`config.mk`:
```
export PLATFORM = sky130hd
export DESIGN_NAME = mips_mc_ctrl
export DESIGN_NICKNAME = d
export VERILOG_FILES = /design/src/rtl/mips_mc_pkg.sv /design/src/rtl/mips_alu_dec.sv /design/src/rtl/mips_mc_ctrl.sv
export SDC_FILE = /design/constraint.sdc
export NUM_CORES = 1
export LEC_CHECK = 0
export BUFFER_PORTS_ARGS = -buffer_cell sky130_fd_sc_hd__buf_4
export CAP_MARGIN = 10
export CELL_PAD_IN_SITES_DETAIL_PLACEMENT = 1
export CELL_PAD_IN_SITES_GLOBAL_PLACEMENT = 1
export CORE_MARGIN = 2
export CORE_UTILIZATION = 36
export DETAILED_ROUTE_END_ITERATION = 16
export GPL_ROUTABILITY_DRIVEN = 1
export HOLD_SLACK_MARGIN = 0.06
export PLACE_DENSITY_LB_ADDON = 0.1
export SETUP_SLACK_MARGIN = 0.02
export SLEW_MARGIN = 20
export SYNTH_ARGS = -nofsm -noshare
export SYNTH_HDL_FRONTEND = slang
export SYNTH_SLANG_ARGS = --single-unit
```
`constraint.sdc`:
```
create_clock -name clk -period 2.5 [get_ports clk]
set_clock_uncertainty 0.05 [all_clocks]
set_input_delay 0.125 -clock clk [delete_from_list [all_inputs] [get_ports clk]]
set_output_delay 0.125 -clock clk [all_outputs]
set_load 0.1 [all_outputs]
```
`src/rtl/mips_mc_pkg.sv`:
```
// rtl/mips_mc_pkg.sv - Shared encodings for the multi-cycle MIPS control FSM
package mips_mc_pkg;

   typedef enum logic [3:0] {
      S_FETCH     = 4'd0,
      S_DECODE    = 4'd1,
      S_R_EXEC    = 4'd2,
      S_R_WB      = 4'd3,
      S_I_EXEC    = 4'd4,
      S_I_WB      = 4'd5,
      S_MEM_ADDR  = 4'd6,
      S_MEM_READ  = 4'd7,
      S_MEM_WB    = 4'd8,
      S_MEM_WRITE = 4'd9,
      S_BRANCH    = 4'd10,
      S_JUMP      = 4'd11,
      S_JAL       = 4'd12,
      S_ERROR     = 4'd13
   } state_e;

   localparam logic [5:0] OP_RTYPE = 6'b000000;
   localparam logic [5:0] OP_LW    = 6'b100011;
   localparam logic [5:0] OP_SW    = 6'b101011;
   localparam logic [5:0] OP_BEQ   = 6'b000100;
   localparam logic [5:0] OP_BNE   = 6'b000101;
   localparam logic [5:0] OP_ADDI  = 6'b001000;
   localparam logic [5:0] OP_ANDI  = 6'b001100;
   localparam logic [5:0] OP_ORI   = 6'b001101;
   localparam logic [5:0] OP_SLTI  = 6'b001010;
   localparam logic [5:0] OP_J     = 6'b000010;
   localparam logic [5:0] OP_JAL   = 6'b000011;

   localparam logic [5:0] FN_ADD = 6'b100000;
   localparam logic [5:0] FN_SUB = 6'b100010;
   localparam logic [5:0] FN_AND = 6'b100100;
   localparam logic [5:0] FN_OR  = 6'b100101;
   localparam logic [5:0] FN_SLT = 6'b101010;

   localparam logic [3:0] ALU_AND = 4'b0000;
   localparam logic [3:0] ALU_OR  = 4'b0001;
   localparam logic [3:0] ALU_ADD = 4'b0010;
   localparam logic [3:0] ALU_SUB = 4'b0110;
   localparam logic [3:0] ALU_SLT = 4'b0111;

   localparam logic [1:0] PC_ALU    = 2'b00;
   localparam logic [1:0] PC_ALUOUT = 2'b01;
   localparam logic [1:0] PC_JUMP   = 2'b10;

   localparam logic [1:0] REG_RT  = 2'b00;
   localparam logic [1:0] REG_RD  = 2'b01;
   localparam logic [1:0] REG_R31 = 2'b10;

   localparam logic [1:0] WB_ALUOUT = 2'b00;
   localparam logic [1:0] WB_MDR    = 2'b01;
   localparam logic [1:0] WB_PC     = 2'b10;

   localparam logic [1:0] B_REG     = 2'b00;
   localparam logic [1:0] B_FOUR    = 2'b01;
   localparam logic [1:0] B_IMM     = 2'b10;
   localparam logic [1:0] B_IMM_SH2 = 2'b11;

endpackage

```
`src/rtl/mips_alu_dec.sv`:
```
// rtl/mips_alu_dec.sv - ALU operation decode from opcode/funct with illegal-funct detect
module mips_alu_dec
   import mips_mc_pkg::*;
(
   input  logic [5:0] opcode_i,
   input  logic [5:0] funct_i,
   output logic [3:0] alu_ctrl_o,
   output logic       illegal_funct_o
);

   always_comb begin
      alu_ctrl_o      = ALU_ADD;
      illegal_funct_o = 1'b0;
      if (opcode_i == OP_RTYPE) begin
         case (funct_i)
            FN_ADD:  alu_ctrl_o = ALU_ADD;
            FN_SUB:  alu_ctrl_o = ALU_SUB;
            FN_AND:  alu_ctrl_o = ALU_AND;
            FN_OR:   alu_ctrl_o = ALU_OR;
            FN_SLT:  alu_ctrl_o = ALU_SLT;
            default: illegal_funct_o = 1'b1;
         endcase
      end else begin
         case (opcode_i)
            OP_ANDI: alu_ctrl_o = ALU_AND;
            OP_ORI:  alu_ctrl_o = ALU_OR;
            OP_SLTI: alu_ctrl_o = ALU_SLT;
            default: alu_ctrl_o = ALU_ADD;
         endcase
      end
   end

endmodule

```
`src/rtl/mips_mc_ctrl.sv`:
```
// rtl/mips_mc_ctrl.sv - Main control FSM of the multi-cycle MIPS core
module mips_mc_ctrl
   import mips_mc_pkg::*;
#(
   parameter int TIMEOUT_CYC = 255,
   parameter int CNT_W       = 32
) (
   input  logic             clk,
   input  logic             rst_n,
   input  logic [5:0]       opcode,
   input  logic [5:0]       funct,
   input  logic [4:0]       ir_rt,
   input  logic [4:0]       ir_rd,
   input  logic             zero,
   input  logic             mem_ready,
   output logic             pc_we,
   output logic [1:0]       pc_src,
   output logic             iord,
   output logic             mem_rd,
   output logic             mem_wr,
   output logic             ir_we,
   output logic [1:0]       reg_dst,
   output logic [1:0]       mem_to_reg,
   output logic             rf_we,
   output logic             alu_src_a,
   output logic [1:0]       alu_src_b,
   output logic             ext_zero,
   output logic [3:0]       alu_ctrl,
   output logic [3:0]       state,
   output logic             illegal_op,
   output logic             bus_err,
   output logic [CNT_W-1:0] cycle_cnt,
   output logic [CNT_W-1:0] instret_cnt
);

   localparam int WAIT_W = (TIMEOUT_CYC > 1) ? $clog2(TIMEOUT_CYC) : 1;

   state_e            state_q, state_d;
   logic [WAIT_W-1:0] wait_q;
   logic              illegal_q, bus_err_q;
   logic              set_illegal, set_bus_err, timeout;
   logic [CNT_W-1:0]  cycle_q, instret_q;
   logic [3:0]        dec_alu_ctrl;
   logic              dec_illegal;
   logic [4:0]        dest;

   mips_alu_dec u_alu_dec (
      .opcode_i        (opcode),
      .funct_i         (funct),
      .alu_ctrl_o      (dec_alu_ctrl),
      .illegal_funct_o (dec_illegal)
   );

   // wait_q counts the mem_ready-low cycles already spent; this cycle would be the last allowed
   assign timeout = (TIMEOUT_CYC != 0) && !mem_ready && (wait_q == WAIT_W'(TIMEOUT_CYC - 1));

   always_comb begin
      state_d     = state_q;
      set_illegal = 1'b0;
      set_bus_err = 1'b0;
      pc_we       = 1'b0;
      pc_src      = PC_ALU;
      iord        = 1'b0;
      mem_rd      = 1'b0;
      mem_wr      = 1'b0;
      ir_we       = 1'b0;
      reg_dst     = REG_RT;
      mem_to_reg  = WB_ALUOUT;
      rf_we       = 1'b0;
      alu_src_a   = 1'b0;
      alu_src_b   = B_REG;
      ext_zero    = 1'b0;
      alu_ctrl    = ALU_AND;
      dest        = 5'd0;
      case (state_q)
         S_FETCH: begin
            mem_rd    = 1'b1;
            alu_src_b = B_FOUR;
            alu_ctrl  = ALU_ADD;
            if (mem_ready) begin
               ir_we   = 1'b1;
               pc_we   = 1'b1;
               state_d = S_DECODE;
            end else if (timeout) begin
               set_bus_err = 1'b1;
               state_d     = S_ERROR;
            end
         end
         S_DECODE: begin
            alu_src_b = B_IMM_SH2;
            alu_ctrl  = ALU_ADD;
            case (opcode)
               OP_RTYPE:                          state_d = S_R_EXEC;
               OP_LW, OP_SW:                      state_d = S_MEM_ADDR;
               OP_BEQ, OP_BNE:                    state_d = S_BRANCH;
               OP_ADDI, OP_ANDI, OP_ORI, OP_SLTI: state_d = S_I_EXEC;
               OP_J:                              state_d = S_JUMP;
               OP_JAL:                            state_d = S_JAL;
               default: begin
                  set_illegal = 1'b1;
                  state_d     = S_ERROR;
               end
            endcase
         end
         S_R_EXEC: begin
            alu_src_a = 1'b1;
            alu_ctrl  = dec_alu_ctrl;
            if (dec_illegal) begin
               set_illegal = 1'b1;
               state_d     = S_ERROR;
            end else begin
               state_d = S_R_WB;
            end
         end
         S_R_WB: begin
            reg_dst = REG_RD;
            rf_we   = 1'b1;
            state_d = S_FETCH;
         end
         S_I_EXEC: begin
            alu_src_a = 1'b1;
            alu_src_b = B_IMM;
            alu_ctrl  = dec_alu_ctrl;
            ext_zero  = (opcode == OP_ANDI) || (opcode == OP_ORI);
            state_d   = S_I_WB;
         end
         S_I_WB: begin
            rf_we   = 1'b1;
            state_d = S_FETCH;
         end
         S_MEM_ADDR: begin
            alu_src_a = 1'b1;
            alu_src_b = B_IMM;
            alu_ctrl  = ALU_ADD;
            state_d   = (opcode == OP_LW) ? S_MEM_READ : S_MEM_WRITE;
         end
         S_MEM_READ, S_MEM_WRITE: begin
            iord   = 1'b1;
            mem_rd = (state_q == S_MEM_READ);
            mem_wr = (state_q == S_MEM_WRITE);
            if (mem_ready) begin
               state_d = (state_q == S_MEM_READ) ? S_MEM_WB : S_FETCH;
            end else if (timeout) begin
               set_bus_err = 1'b1;
               state_d     = S_ERROR;
            end
         end
         S_MEM_WB: begin
            mem_to_reg = WB_MDR;
            rf_we      = 1'b1;
            state_d    = S_FETCH;
         end
         S_BRANCH: begin
            alu_src_a = 1'b1;
            alu_ctrl  = ALU_SUB;
            pc_src    = PC_ALUOUT;
            pc_we     = (opcode == OP_BEQ) ? zero : ~zero;
            state_d   = S_FETCH;
         end
         S_JUMP: begin
            pc_src  = PC_JUMP;
            pc_we   = 1'b1;
            state_d = S_FETCH;
         end
         S_JAL: begin
            pc_src     = PC_JUMP;
            pc_we      = 1'b1;
            reg_dst    = REG_R31;
            mem_to_reg = WB_PC;
            rf_we      = 1'b1;
            state_d    = S_FETCH;
         end
         S_ERROR: state_d = S_ERROR;
         default: state_d = S_ERROR;
      endcase

      case (reg_dst)
         REG_RT:  dest = ir_rt;
         REG_RD:  dest = ir_rd;
         default: dest = 5'd31;
      endcase
      if (dest == 5'd0) rf_we = 1'b0;

      // Controls are silenced for the whole time reset is held, not only at the next edge
      if (!rst_n) begin
         pc_we      = 1'b0;
         pc_src     = PC_ALU;
         iord       = 1'b0;
         mem_rd     = 1'b0;
         mem_wr     = 1'b0;
         ir_we      = 1'b0;
         reg_dst    = REG_RT;
         mem_to_reg = WB_ALUOUT;
         rf_we      = 1'b0;
         alu_src_a  = 1'b0;
         alu_src_b  = B_REG;
         ext_zero   = 1'b0;
         alu_ctrl   = ALU_AND;
      end
   end

   always_ff @(posedge clk or negedge rst_n) begin
      if (!rst_n) begin
         state_q   <= S_FETCH;
         wait_q    <= '0;
         illegal_q <= 1'b0;
         bus_err_q <= 1'b0;
         cycle_q   <= '0;
         instret_q <= '0;
      end else begin
         state_q <= state_d;
         cycle_q <= cycle_q + CNT_W'(1);
         if (state_d != state_q) wait_q <= '0;
         else if (!mem_ready)    wait_q <= wait_q + WAIT_W'(1);
         if (state_d == S_FETCH && state_q != S_FETCH) instret_q <= instret_q + CNT_W'(1);
         if (set_illegal) illegal_q <= 1'b1;
         if (set_bus_err) bus_err_q <= 1'b1;
      end
   end

   assign state       = state_q;
   assign illegal_op  = illegal_q;
   assign bus_err     = bus_err_q;
   assign cycle_cnt   = cycle_q;
   assign instret_cnt = instret_q;

endmodule

```
==> Word level (Yosys, flattened, before mapping) <==
Cells that the tools add are included.
{ "word_totals": {"reg_bits": 78, "elab_cells": 116, "inputBits": 26, "out_inout_bits": 90} }
{ "classes": {"addsub": 3, "n_mux": 51, "eq_ne": 31, "bitwise": 1, "n_reduce_logical": 24} }
{ "ops": {"columns": ["op", "n"], "rows": [
  ["32-bit by 1-bit adder with 32-bit output, second input constant", 2],
  ["6-bit == test, second input constant", 7],
  ["4-bit 2-to-1 mux", 8],
  ["4-bit one-hot mux with 7 select lines", 1],
  ["6-bit by 4-bit == test with 1-bit output, second input constant", 4],
  ["1-bit 2-to-1 mux", 24],
  ["4-bit one-hot mux with 6 select lines", 1],
  ["4-bit == test, second input constant", 5],
  ["4-bit by 3-bit == test with 1-bit output, second input constant", 4],
  ["8-bit 2-to-1 mux", 2],
  ["6-bit by 2-bit == test with 1-bit output, second input constant", 2],
  ["6-bit by 3-bit == test with 1-bit output, second input constant", 2],
  ["2-bit one-hot mux with 2 select lines", 3],
  ["3-bit one-hot mux with 4 select lines", 1],
  ["4-bit one-hot mux with 3 select lines", 1],
  ["2-bit OR reduction", 6],
  ["4-bit OR reduction", 3],
  ["11-bit OR reduction", 1],
  ["5-bit one-hot mux with 2 select lines", 1],
  ["3-bit one-hot mux with 3 select lines", 1],
  ["8-bit by 1-bit adder with 8-bit output, second input constant", 1],
  ["4-bit by 2-bit == test with 1-bit output, second input constant", 2],
  ["8-bit == test, second input constant", 1],
  ["4-bit logical NOT", 2],
  ["other kinds (19)", 25]
]} }

==> Depth between registers and ports, before layout <==
Gate-level depths: netlist (run 1).
{ "depth": {"word_depth": 8, "ltp_mapped": 10, "depth_no_buf": 8} }

==> Hierarchy <==
Synthesis (run 1) repeated with hierarchy kept, for this count alone.
{ "unflattened": {"hier_cells": 465, "area_unflattened_um2": 4431.8} }
{ "modules_own_cells": {"columns": ["mod", "cells_each", "n_inst", "area_each_um2", "seq_area_each_um2"], "rows": [
  ["mips_mc_ctrl", 444, 1, 4280.4, 1951.9],
  ["mips_alu_dec", 21, 1, 151.4, 0.0]
]} }

==> Worst setup path after synthesis (run 1) <==
OpenSTA, ideal clock, no wires.
{ "synth_path": {"path_kind": "reg-to-output", "start": "register state_q[1] (netlist: state[1])", "end": "output alu_src_a", "path_buffers": 3, "path_slack_ns": -2.721, "required_time_ns": 2.325, "arrival_time_ns": 5.046, "path_stages_with_launch": 6, "cell_sequence": "dfrtp_1 > clkbuf_1 > clkbuf_1 > buf_1 > nor2_1 > nor4b_1"} }
{ "synth_between": {"elab_chain_cells": 4, "word_cells_on_any_way": 7, "cone_classes": "4 x eq/ne; 2 x mux; 1 x reduce/logical"} }
{ "synth_lines": {"columns": ["element", "line", "source"], "rows": [
  ["start: declaration", "mips_mc_ctrl.sv:38", "state_e state_q, state_d;"],
  ["start signal: assignment", "mips_mc_ctrl.sv:211", "state_q <= state_d;"],
  ["4-bit by 2-bit == test with 1-bit output (tied with other cells)", "mips_mc_ctrl.sv:75", "case (state_q)"],
  ["4-bit OR reduction (no source line) *", null, null],
  ["1-bit 2-to-1 mux *", "mips_mc_ctrl.sv:75", null],
  ["1-bit 2-to-1 mux *", "mips_mc_ctrl.sv:185", "if (!rst_n) begin"],
  ["end: declaration", "mips_mc_ctrl.sv:25", "output logic alu_src_a,"]
]} }
Every way passes the cells marked *; elsewhere a longest branch is shown, timed or not.

==> Final worst setup path (run 1) <==
{ "layout_path": {"start": "register state_q[2] (netlist: state[2])", "end": "register instret_q[14] (netlist: instret_cnt[14])"} }
{ "layout_between": {"word_cells_on_any_way": 23, "cone_classes": "12 x eq/ne; 5 x mux; 6 x reduce/logical"} }
{ "layout_rtl": {"columns": ["element", "line", "source"], "rows": [
  ["4-bit == test (tied with other cells)", "mips_mc_ctrl.sv:75", null],
  ["6-bit OR reduction (no source line) / 2-bit OR reduction (equally long branches)", null, null],
  ["4-bit one-hot mux with 7 select lines *", "mips_mc_ctrl.sv:75", null],
  ["net state_d[0]", "mips_mc_ctrl.sv:38", null],
  ["4-bit logical NOT *", "mips_mc_ctrl.sv:215", "if (state_d == S_FETCH && state_q != S_FETCH) instret_q <= instret_q + CNT_W'(1);"],
  ["1-bit logical AND *", "mips_mc_ctrl.sv:215", null],
  ["end signal: assignment", "mips_mc_ctrl.sv:215", null],
  ["end: declaration", "mips_mc_ctrl.sv:42", "logic [CNT_W-1:0] cycle_q, instret_q;"]
]} }
The timed path passes the listed nets; every way through them passes the cells marked *.
A chain may end at the register's enable or synchronous reset.

==> Implementation_results.wiki, run 1 <==
{| class="wikitable"
! Metric !! Value
|-
| Number of register bits inferred by synthesis || 78
|-
| Nets@finish || 707
|-
| Capture instance of the worst register-to-register path || instret_cnt[14]$_DFFE_PN0P_
|-
| Vias after detailed routing || 4,517
|-
| Power share of the clock group || 0.168
|-
| Post-Syn Nets || 514
|-
| Number of input and output port buffers inserted || 114
|-
| R2r worst-path depth || 9
|-
| Violations in the final reports || setup timing
|-
| Critical Path RT || 2.70 ns
|-
| Worst Min Path Start || mem_ready
|-
| Library cells used by synthesis || 56
|-
| Width of the die || 116 um
|-
| Switching share of power || 0.487
|-
| Internal portion of total power || 3.70 mW
|-
| Crit path capture type || flip-flop
|-
| Top Metal Used || met4
|-
| Met2 WL post-DR || 8.07 mm
|-
| Cells after synthesis || 484
|-
| Mean Syn Cell Area || 9.34 um2
|-
| Worst hold slack after final layout || 0.232 ns
|-
| Count of H-tree levels built during CTS || 3
|-
| Initial Utilization || 0.373
|-
| Layout Area Growth over Synthesis || 59.7%
|-
| Latest clock arrival within the worst-skew pair || 0.34 ns
|-
| Final Worst Setup Slack || -0.194 ns
|-
| Final setup violating endpoints || 31
|-
| Global-route wire length before repair || 23.5 mm
|-
| Max Cap Violations || 0
|-
| DRC marker count from the first detailed-route iteration || 221
|-
| Sinks on the clock net || 78
|-
| Count of final hold-check violations || 0
|-
| Slack of the worst reg-to-reg path || -0.19 ns
|-
| Post-route core utilization || 0.596
|-
| Leakage component of the power || 3.37 nW
|-
| CTS tree || built
|-
| Part of the Yosys area used for sequential elements || 0.432
|-
| PD cells || 1000 nW/um2
|-
| Cell Area, Placed || 6420 um2
|-
| Most used DFF post-synth || dfrtp_1
|-
| Post-detailed-route DRC marker count || 0
|-
| Remaining antenna violation count || 0
|-
| Number of diodes || 0
|-
| Gr usage total || 0.223
|-
| Destination of the worst hold path || wait_q[1]$_DFFE_PN0P_
|-
| Vias in the first global route || 4,665
|-
| Final slew viol count || 0
|-
| Fraction of power consumed by combinational cells || 0.620
|-
| Maximum achievable frequency || 0.371 GHz
|-
| Run status || complete, but fails checks
|-
| Top fanout value on the critical path || 8
|-
| Maximum number of pins on one net before global-route repair || 44
|-
| Register share of total power || 0.212
|-
| Gr ovfl total || 0
|-
| Root buffer selected by CTS || clkbuf_16
|-
| Total of warnings raised by yosys || 0
|-
| HP Class || primary input to flip-flop
|-
| RePlAce Congestion || 0.828
|-
| DR WL/cell || 18.1 um
|-
| Tmin final || 2.69 ns
|-
| Cell type contributing the most total cell area after synthesis || dfrtp_1
|-
| Launch point of the critical path || state[2]$_DFF_PN0_
|-
| Number of rows created at floorplan || 40
|-
| Area of the core region || 12,100 um2
|-
| Critical path type || flip-flop to flip-flop
|-
| Hold Path Stages || 4
|-
| Fraction of layout instances using a drive strength above 1 || 0.482
|-
| Worst supply voltage drop on vdd || 0.000744 V
|-
| Routed length on met1 || 6.63 mm
|-
| Number of flops mapped to enable cells by yosys || 0
|-
| Clk buf depth || 2
|-
| I/O pin count || 116
|-
| Setup repair after global routing missed its margin || yes
|-
| Period utilisation layout || 1.08
|-
| Post-layout instance area || 7220 um2
|-
| Pre-antenna DRT Iters || 4
|-
| Area enclosed by the die boundary || 13,500 um2
|-
| Detailed placer's ending HPWL || 9.96 mm
|-
| Routed Wire Length || 15.4 mm
|-
| Worst-margin pin slew || 0.591 ns
|-
| Antenna violations before repair || 0
|-
| Top cell type's share of synthesized area || 0.432
|-
| Clock Pin Slew Worst Setup and Hold Paths || 0.06 ns
|-
| Crit path arrival time || 2.90 ns
|-
| Cell area after synthesis || 4520 um2
|-
| Met3 wire len || 500 um
|-
| Cell types occupying the most area after synthesis || dfrtp_1, xor2_1, xnor2_1
|-
| Async S/R FF share, synth || 1.00
|-
| Final total power || 7.22 mW
|-
| Vert. Die Dim || 116 um
|-
| CTS buffer count || 9
|-
| Vias per Instance || 5.32
|-
| CP Launch Type || flip-flop
|-
| Worst flop-to-flop path startpoint || state[2]$_DFF_PN0_
|-
| Headroom to the max-slew limit || 0.606
|-
| Switching power summed over all nets || 3.52 mW
|}
==> synthesized netlist by cell type, types with 8 or more instances <==
cell type and n:
dfrtp_1 78, xor2_1 43, nand2_1 42, nor2_1 42, nand3_1 34, xnor2_1 29
nor3_1 26, clkbuf_1 20, and3_1 14, a21oi_1 12, nand4_1 12, nor4_2 11
inv_1 9, nand2b_1 8, nor2b_1 8, or3_1 8
==> cell type report <==
type,count,area [um2]
well taps,168,210
inverters,9,33.8
multi-input cells,368,3000
repair buffers,211,1710
fillers,1357,4890
flip-flops and latches,78,2000
clock buffers,12,246
clock inverters,3,21.3
==> critical path, stage by stage (launching register included) <==
cell and delay [ns]:
dfrtp_4 0.52, buf_4 0.16, nor2b_1 0.15, a21oi_2 0.13, o221a_2 0.22, nand2_2 0.06, or4_4 0.65, buf_12 0.21
nor4_4 0.27, xnor2_1 0.18
==> power by group through the flow <==
stage,Combinational [mW],Clock (mW),Sequential [mW]
floorplan,2.00,0,2.01
global placement,3.33,0,1.56
detailed placement,3.39,0,1.57
CTS,4.06,1.23,1.52
global route,4.67,1.30,1.55
finish,4.48,1.21,1.53
==> layout by cell type (no fill, tap or decap), types with 4 or more instances in the layout <==
cell type and n:
buf_4 198, dfrtp_1 58, xor2_1 43, nand2_1 40, nand3_1 32, nor2_1 32, xnor2_1 29, nor4_4 18
and3_1 14, nand4_1 12, nor3_4 12, dfrtp_4 11, clkbuf_16 10, a21oi_1 9, dfrtp_2 9, inv_1 8
nor3_1 8, nor2b_1 8, nor2_4 8, nand2b_1 7, nor3_2 7, or3_1 7, or2_2 5, o21ai_0 5
buf_6 5, mux2_2 4
==> worst max-delay path by stage <==
stage	slack (ns)	to	cells past startpoint
floorplan	-0.18	instret_cnt[29]$_DFFE_PN0P_	10
global placement	-0.23	instret_cnt[29]$_DFFE_PN0P_	9
detailed placement	-0.42	instret_cnt[5]$_DFFE_PN0P_	8
CTS	-0.06	instret_cnt[12]$_DFFE_PN0P_	9
global route	-0.29	instret_cnt[14]$_DFFE_PN0P_	9
finish	-0.19	instret_cnt[14]$_DFFE_PN0P_	9
==> registers in the layout (all words and copies together), names as in the netlist <==
name         count
cycle_cnt       32
instret_cnt     32
wait_q           8
state            4
bus_err          1
illegal_op       1
==> cell families after synthesis <==
family | after synthesis | synth area share
compound gates | 50 | 0.0778
xor+xnor | 72 | 0.140
fa+ha+maj | 4 | 0.0111
buf+inv | 38 | 0.0357
flops | 78 | 0.432
mux | 5 | 0.0122
other cells | 1 | 0.000830
simple gates | 236 | 0.291
==> stage by stage <==
step	cells	TNS (ns)	setup WS [ns]
3_3_place_gp	809	-4.84	-0.232
6_report	849	-2.47	-0.194
4_1_cts	844	-0.436	-0.0552
2_1_floorplan	484	-4.28	-0.181
5_1_grt	849	-5.08	-0.285
3_5_place_dp	809	-8.18	-0.425
==> layer usage <==
layer	vias up	global-route usage
li1	2097	-
met1	2313	0.286
met2	89	0.385
met3	18	0.0403
met4	0	0.0635
met5	-	0
==> what timing repair did <==
action                                  in CTS  in global routing
hold buffers                                 1                  0
resized for setup                           33                 25
endpoints found under the setup margin      35                 45
pin swaps                                   24                 12
buffers inserted                            17                  6
endpoints found under the hold margin       78                  0
gates cloned                                 2                  1
Power figures use the tool's default switching activity.
==> run 2, diff against run 1 <==
--- a/config.mk
+++ b/config.mk
@@ -16,7 +16,7 @@
 export HOLD_SLACK_MARGIN = 0.06
 export PLACE_DENSITY_LB_ADDON = 0.1
 export SETUP_SLACK_MARGIN = 0.02
-export SLEW_MARGIN = 20
+export SLEW_MARGIN = 40
 export SYNTH_ARGS = -nofsm -noshare
 export SYNTH_HDL_FRONTEND = slang
 export SYNTH_SLANG_ARGS = --single-unit
==> constraint.sdc (replaced) <==
create_clock -name clk -period 2.3 [get_ports clk]
set_clock_uncertainty 0.05 [all_clocks]
set_input_delay 0.115 -clock clk [delete_from_list [all_inputs] [get_ports clk]]
set_output_delay 0.115 -clock clk [all_outputs]
set_load 0.1 [all_outputs]
==> Implementation_results.wiki, run 2 (same netlist as run 1, synthesis figures left out) <==
{| class="wikitable"
! Metric !! Value
|-
| Layout Area Growth over Synthesis || 63.3%
|-
| Largest stage delay on the critical path || 0.50 ns
|-
| Global-route wire length before repair || 24.2 mm
|-
| Initial Utilization || 0.373
|-
| Family with the most delay on the worst path || simple AND/OR/NAND/NOR gates
|-
| Internal portion of total power || 4.21 mW
|-
| Most common library cell in the layout ignoring fill and taps || buf_4
|-
| Area enclosed by the die boundary || 13,500 um2
|-
| Number of diodes || 0
|-
| Worst-margin pin slew || 0.559 ns
|-
| Fraction of layout instances using a drive strength above 1 || 0.517
|-
| Maximum number of pins on one net before global-route repair || 42
|-
| Tmin final || 2.70 ns
|-
| Period utilisation layout || 1.17
|-
| Number of input and output port buffers inserted || 114
|-
| Pre-antenna DRT Iters || 4
|-
| Gr ovfl total || 0
|-
| CTS buffer count || 9
|-
| Final setup violating endpoints || 34
|-
| Ordered cell list for the critical path || buf_6 -> buf_4 -> o21ai_0 -> o311a_1 -> or3_4 -> or4_4 -> buf_12 -> nor4_2 -> xor2_1
|-
| Leading cell types in the layout, fill and taps excluded || buf_4, dfrtp_1, xor2_1
|-
| Width of the die || 116 um
|-
| Clk buf depth || 2
|-
| Final slew viol count || 0
|-
| Critical Path RT || 2.52 ns
|-
| CTS tree || built
|-
| Vias in the first global route || 4,742
|-
| Latest clock arrival within the worst-skew pair || 0.35 ns
|-
| Violations in the final reports || setup timing
|-
| Sinks on the clock net || 78
|-
| Pre-CTS setup slack || -0.536 ns
|-
| Count of final hold-check violations || 0
|-
| Post-Place Cells || 816
|-
| Register share of total power || 0.210
|-
| Switching share of power || 0.468
|-
| Setup repair after global routing missed its margin || yes
|-
| I/O pin count || 116
|-
| Cell Count, Final, Fillers Out || 856
|-
| Worst supply voltage drop on vdd || 0.000582 V
|-
| Critical Path Slowest Stage Cell || or4_4
|-
| Root buffer selected by CTS || clkbuf_16
|-
| Routed Wire Length || 15.3 mm
|-
| HP Class || primary input to flip-flop
|-
| Detailed placer's ending HPWL || 10.3 mm
|-
| Clock Pin Slew Worst Setup and Hold Paths || 0.06 ns
|-
| Antenna violations before repair || 0
|-
| Maximum achievable frequency || 0.371 GHz
|-
| RePlAce Congestion || 0.866
|-
| Power share of the clock group || 0.187
|-
| DRC marker count from the first detailed-route iteration || 166
|-
| Switching power summed over all nets || 3.70 mW
|-
| Area of the core region || 12,100 um2
|-
| Count of H-tree levels built during CTS || 3
|-
| PD cells || 1070 nW/um2
|-
| DR WL/cell || 17.9 um
|-
| Vias after detailed routing || 4,463
|-
| Post-detailed-route DRC marker count || 0
|-
| Run status || complete, but fails checks
|-
| Fraction of power consumed by combinational cells || 0.602
|-
| Number of rows created at floorplan || 40
|-
| Crit path capture type || flip-flop
|-
| Remaining antenna violation count || 0
|-
| Headroom to the max-slew limit || 0.627
|-
| Vias per Instance || 5.21
|-
| Worst path buffer plus inverter count || 3
|-
| Leakage component of the power || 3.41 nW
|-
| Critical path type || flip-flop to flip-flop
|-
| Gr usage total || 0.229
|-
| Top fanout value on the critical path || 19
|-
| Nets@finish || 713
|-
| Final Worst Setup Slack || -0.398 ns
|-
| Max Cap Violations || 0
|-
| CP Launch Type || flip-flop
|-
| Crit path arrival time || 2.91 ns
|-
| Vert. Die Dim || 116 um
|}
-- run 2: cell count changes in the layout (fill, tap and decap cells not counted), sizes merged --
cell and change:
buf +7, clkbuf -2, bufinv +1, inv +1
-- run 2: power groups by stage --
stage	clock, mW	combinational [mW]	sequential (mW)
floorplan	0	2.19	2.18
global placement	0	3.67	1.69
detailed placement	0	3.75	1.70
CTS	1.52	4.33	1.67
global route	1.56	5.00	1.68
finish	1.48	4.76	1.66
-- run 2: area by class of cell --
| type | count | area, um2 |
|---|---|---|
| Clock buffer | 11 | 253 |
| Clock inverter | 5 | 56.3 |
| Fill cell | 1359 | 4730 |
| Inverter | 9 | 33.8 |
| Multi-Input combinational cell | 368 | 3000 |
| Sequential cell | 78 | 2030 |
| Tap cell | 168 | 210 |
| Timing Repair Buffer | 217 | 1800 |
-- run 2: repair_timing --
action | in CTS | in global routing
gates resized for setup | 51 | 28
pin swaps | 18 | 13
endpoints found under the setup margin | 45 | 45
hold endpoints to repair | 78 | 0
setup buffers | 11 | 13
hold buffers | 1 | 0
cloned | 1 | 0
-- run 2: metrics by stage --
stage / power [mW] / cell area [um2] / TNS, ns / utilization / hold WS (ns)
2_1_floorplan: 4.37 / 5010 / -11.08 / - / -0.231
3_3_place_gp: 5.37 / 6480 / -11.28 / 0.535 / 0.204
3_5_place_dp: 5.45 / 6480 / -14.77 / 0.535 / 0.211
4_1_cts: 7.52 / 7160 / -6.90 / 0.591 / 0.144
5_1_grt: 8.24 / 7380 / -12.68 / 0.609 / 0.210
6_report: 7.91 / 7380 / -9.61 / 0.609 / 0.167
-- run 2: worst paths after layout --
check / depth (start not counted) / slack (ns) / to / start
setup / recovery: 9 / -0.40 / instret_cnt[15]$_DFFE_PN0P_ / state[2]$_DFF_PN0_
hold / removal: 4 / 0.17 / wait_q[1]$_DFFE_PN0P_ / mem_ready
setup reg to reg: 9 / -0.40 / instret_cnt[15]$_DFFE_PN0P_ / state[2]$_DFF_PN0_
hold reg to reg: 1 / 0.43 / instret_cnt[31]$_DFFE_PN0P_ / instret_cnt[31]$_DFFE_PN0P_
max in group asynchronous: 3 / 1.37 / state[1]$_DFF_PN0_ / rst_n
min in group asynchronous: 3 / 0.38 / bus_err$_DFFE_PN0P_ / rst_n
-- run 2: tightest hold or removal path, delay by kind of cell --
| kind | cells | cell delay [ns] |
|---|---|---|
| buf+inv | 2 | 0.27 |
| compound gates | 1 | 0.06 |
| simple gates | 1 | 0.08 |
-- run 2: metal layers --
metal	GRT usage	routed length, um
met5	0	0
met2	0.404	8030
met4	0.0667	235
met3	0.0460	547
met1	0.285	6510
==> run 3, diff against run 2 <==
--- a/config.mk
+++ b/config.mk
@@ -10,7 +10,7 @@
 export CELL_PAD_IN_SITES_DETAIL_PLACEMENT = 1
 export CELL_PAD_IN_SITES_GLOBAL_PLACEMENT = 1
 export CORE_MARGIN = 2
-export CORE_UTILIZATION = 36
+export CORE_UTILIZATION = 40
 export DETAILED_ROUTE_END_ITERATION = 16
 export GPL_ROUTABILITY_DRIVEN = 1
 export HOLD_SLACK_MARGIN = 0.06
==> constraint.sdc (replaced) <==
create_clock -name clk -period 2.9 [get_ports clk]
set_clock_uncertainty 0.05 [all_clocks]
set_input_delay 0.145 -clock clk [delete_from_list [all_inputs] [get_ports clk]]
set_output_delay 0.145 -clock clk [all_outputs]
set_load 0.1 [all_outputs]
==> Implementation_results.wiki, run 3 (same netlist as run 1, synthesis figures left out) <==
{| class="wikitable"
! Metric !! Value
|-
| Critical path type || flip-flop to flip-flop
|-
| Nets@finish || 635
|-
| Final slew viol count || 0
|-
| Clk buf depth || 2
|-
| Ordered cell list for the critical path || o311a_1 -> or3_1 -> or4_4 -> buf_4 -> nor4_1 -> xor2_1
|-
| Tmin final || 2.71 ns
|-
| RePlAce Congestion || 0.834
|-
| Area of the core region || 10,900 um2
|-
| Detailed placer's ending HPWL || 9.37 mm
|-
| Leakage component of the power || 2.88 nW
|-
| Critical Path Slowest Stage Cell || dfrtp_4
|-
| Most common library cell in the layout ignoring fill and taps || buf_4
|-
| Number of diodes || 0
|-
| Vias in the first global route || 4,185
|-
| CTS tree || built
|-
| Vias after detailed routing || 4,043
|-
| PD cells || 808 nW/um2
|-
| Setup repair after global routing missed its margin || no
|-
| Number of post-CTS setup repair buffers || 0
|-
| Run status || complete, no violations
|-
| Worst-margin pin slew || 0.593 ns
|-
| Hold Path Stages || 3
|-
| Count of H-tree levels built during CTS || 3
|-
| Largest stage delay on the critical path || 0.58 ns
|-
| Family with the most delay on the worst path || simple AND/OR/NAND/NOR gates
|-
| Count of final hold-check violations || 0
|-
| CP Launch Type || flip-flop
|-
| Maximum number of pins on one net before global-route repair || 42
|-
| Pre-antenna DRT Iters || 4
|-
| Destination of the worst hold path || wait_q[0]$_DFFE_PN0P_
|-
| Root buffer selected by CTS || clkbuf_16
|-
| DR WL/cell || 17.1 um
|-
| Routed Wire Length || 12.8 mm
|-
| CTS buffer count || 9
|-
| Final setup violating endpoints || 0
|-
| Sinks on the clock net || 78
|-
| Setup TNS || 0 ns
|-
| Maximum achievable frequency || 0.369 GHz
|-
| Crit path arrival time || 2.92 ns
|-
| Antenna violations before repair || 0
|-
| Top fanout value on the critical path || 20
|-
| R2r worst-path depth || 6
|-
| Global-route wire length before repair || 21.1 mm
|-
| Layout Area Growth over Synthesis || 34.6%
|-
| Latest clock arrival within the worst-skew pair || 0.34 ns
|-
| Gr usage total || 0.222
|-
| Worst path buffer plus inverter count || 1
|-
| Vias per Instance || 5.39
|-
| Remaining antenna violation count || 0
|-
| Initial Utilization || 0.413
|-
| Worst Min Path Start || mem_ready
|-
| Gr ovfl total || 0
|-
| Width of the die || 110 um
|-
| Leading cell types in the layout, fill and taps excluded || buf_4, dfrtp_1, xor2_1
|-
| Post-detailed-route DRC marker count || 0
|-
| Max Cap Violations || 0
|-
| Period utilisation layout || 0.934
|-
| Area enclosed by the die boundary || 12,200 um2
|-
| Worst flop-to-flop path startpoint || state[2]$_DFF_PN0_
|-
| HP Class || primary input to flip-flop
|-
| I/O pin count || 116
|-
| Critical Path RT || 3.11 ns
|-
| DRC marker count from the first detailed-route iteration || 161
|-
| Slack of the worst reg-to-reg path || 0.19 ns
|-
| Post-route core utilization || 0.556
|-
| Worst supply voltage drop on vdd || 0.000872 V
|-
| Number of rows created at floorplan || 38
|-
| Number of fill cells in the layout || 1,275
|-
| Headroom to the max-slew limit || 0.600
|-
| Vert. Die Dim || 110 um
|-
| Fraction of layout instances using a drive strength above 1 || 0.343
|-
| Capture instance of the worst register-to-register path || instret_cnt[5]$_DFFE_PN0P_
|-
| Crit path capture type || flip-flop
|-
| Number of input and output port buffers inserted || 114
|-
| Clock Pin Slew Worst Setup and Hold Paths || 0.06 ns
|}
## run 3: changes by cell type in the layout (fill, tap and decap cells not counted), sizes merged
cell	delta
clkinvlp	-1
bufinv	+1
buf	-78
## run 3: area by class of cell
type,count,area [um2],area share
multi-input combinational,368,2520,0.414
sequential,78,1980,0.326
timing repair buffer,139,1060,0.174
clock buffer,11,233,0.0383
tap,140,175,0.0288
clock inverter,5,82.6,0.0136
inverter,9,33.8,0.00556
## run 3: how the worst max path moves through the flow
stage | startpoint | end | slack (ns) | depth (start not counted)
after floorplan | state[0]$_DFF_PN0_ | pc_we | 0.03 | 6
after global placement | funct[1] | instret_cnt[24]$_DFFE_PN0P_ | 0.12 | 9
after detailed placement | funct[1] | instret_cnt[5]$_DFFE_PN0P_ | 0.06 | 9
after CTS | wait_q[5]$_DFFE_PN0P_ | instret_cnt[16]$_DFFE_PN0P_ | 0.08 | 8
after global routing | state[2]$_DFF_PN0_ | instret_cnt[17]$_DFFE_PN0P_ | 0.04 | 8
final | state[2]$_DFF_PN0_ | instret_cnt[5]$_DFFE_PN0P_ | 0.19 | 6
## run 3: layer usage
| metal | global-route usage | routed length, um | part of all wire |
|---|---|---|---|
| met5 | 0 | 0 | 0 |
| met4 | 0.0661 | 167 | 0.013 |
| met3 | 0.0511 | 756 | 0.059 |
| met2 | 0.370 | 6340 | 0.49 |
| met1 | 0.289 | 5550 | 0.43 |
## run 3: worst reg2reg max path, stage by stage, from the launching register on
cell and delay, ns:
dfrtp_4 0.58, o311a_1 0.40, or3_1 0.39, or4_4 0.53, buf_4 0.21, nor4_1 0.29, xor2_1 0.18
## run 3: where the power goes
part	switching, mW	leakage, nW	internal, mW
combinational	1.71	1.70	0.659
clock	0.456	0.154	0.757
sequential	0.156	1.03	1.18
total	2.32	2.88	2.60
## run 3: metrics by stage
stage	hold slack, ns	instances	total power, mW	setup WS, ns	cell area [um2]
after floorplan	-0.201	484	3.12	0.0318	4650
after global placement	0.264	733	3.65	0.124	5740
after detailed placement	0.270	733	3.70	0.0581	5740
after CTS	0.130	750	4.93	0.0820	6070
after global routing	0.176	750	5.16	0.0420	6080
final	0.133	750	4.92	0.191	6080
## run 3: what timing repair did
item | 4_1_cts | 5_1_grt
gates resized for setup | 0 | 4
endpoints found under the setup margin | 0 | 30
hold buffers | 1 | 0
hold endpoints to repair | 37 | 0
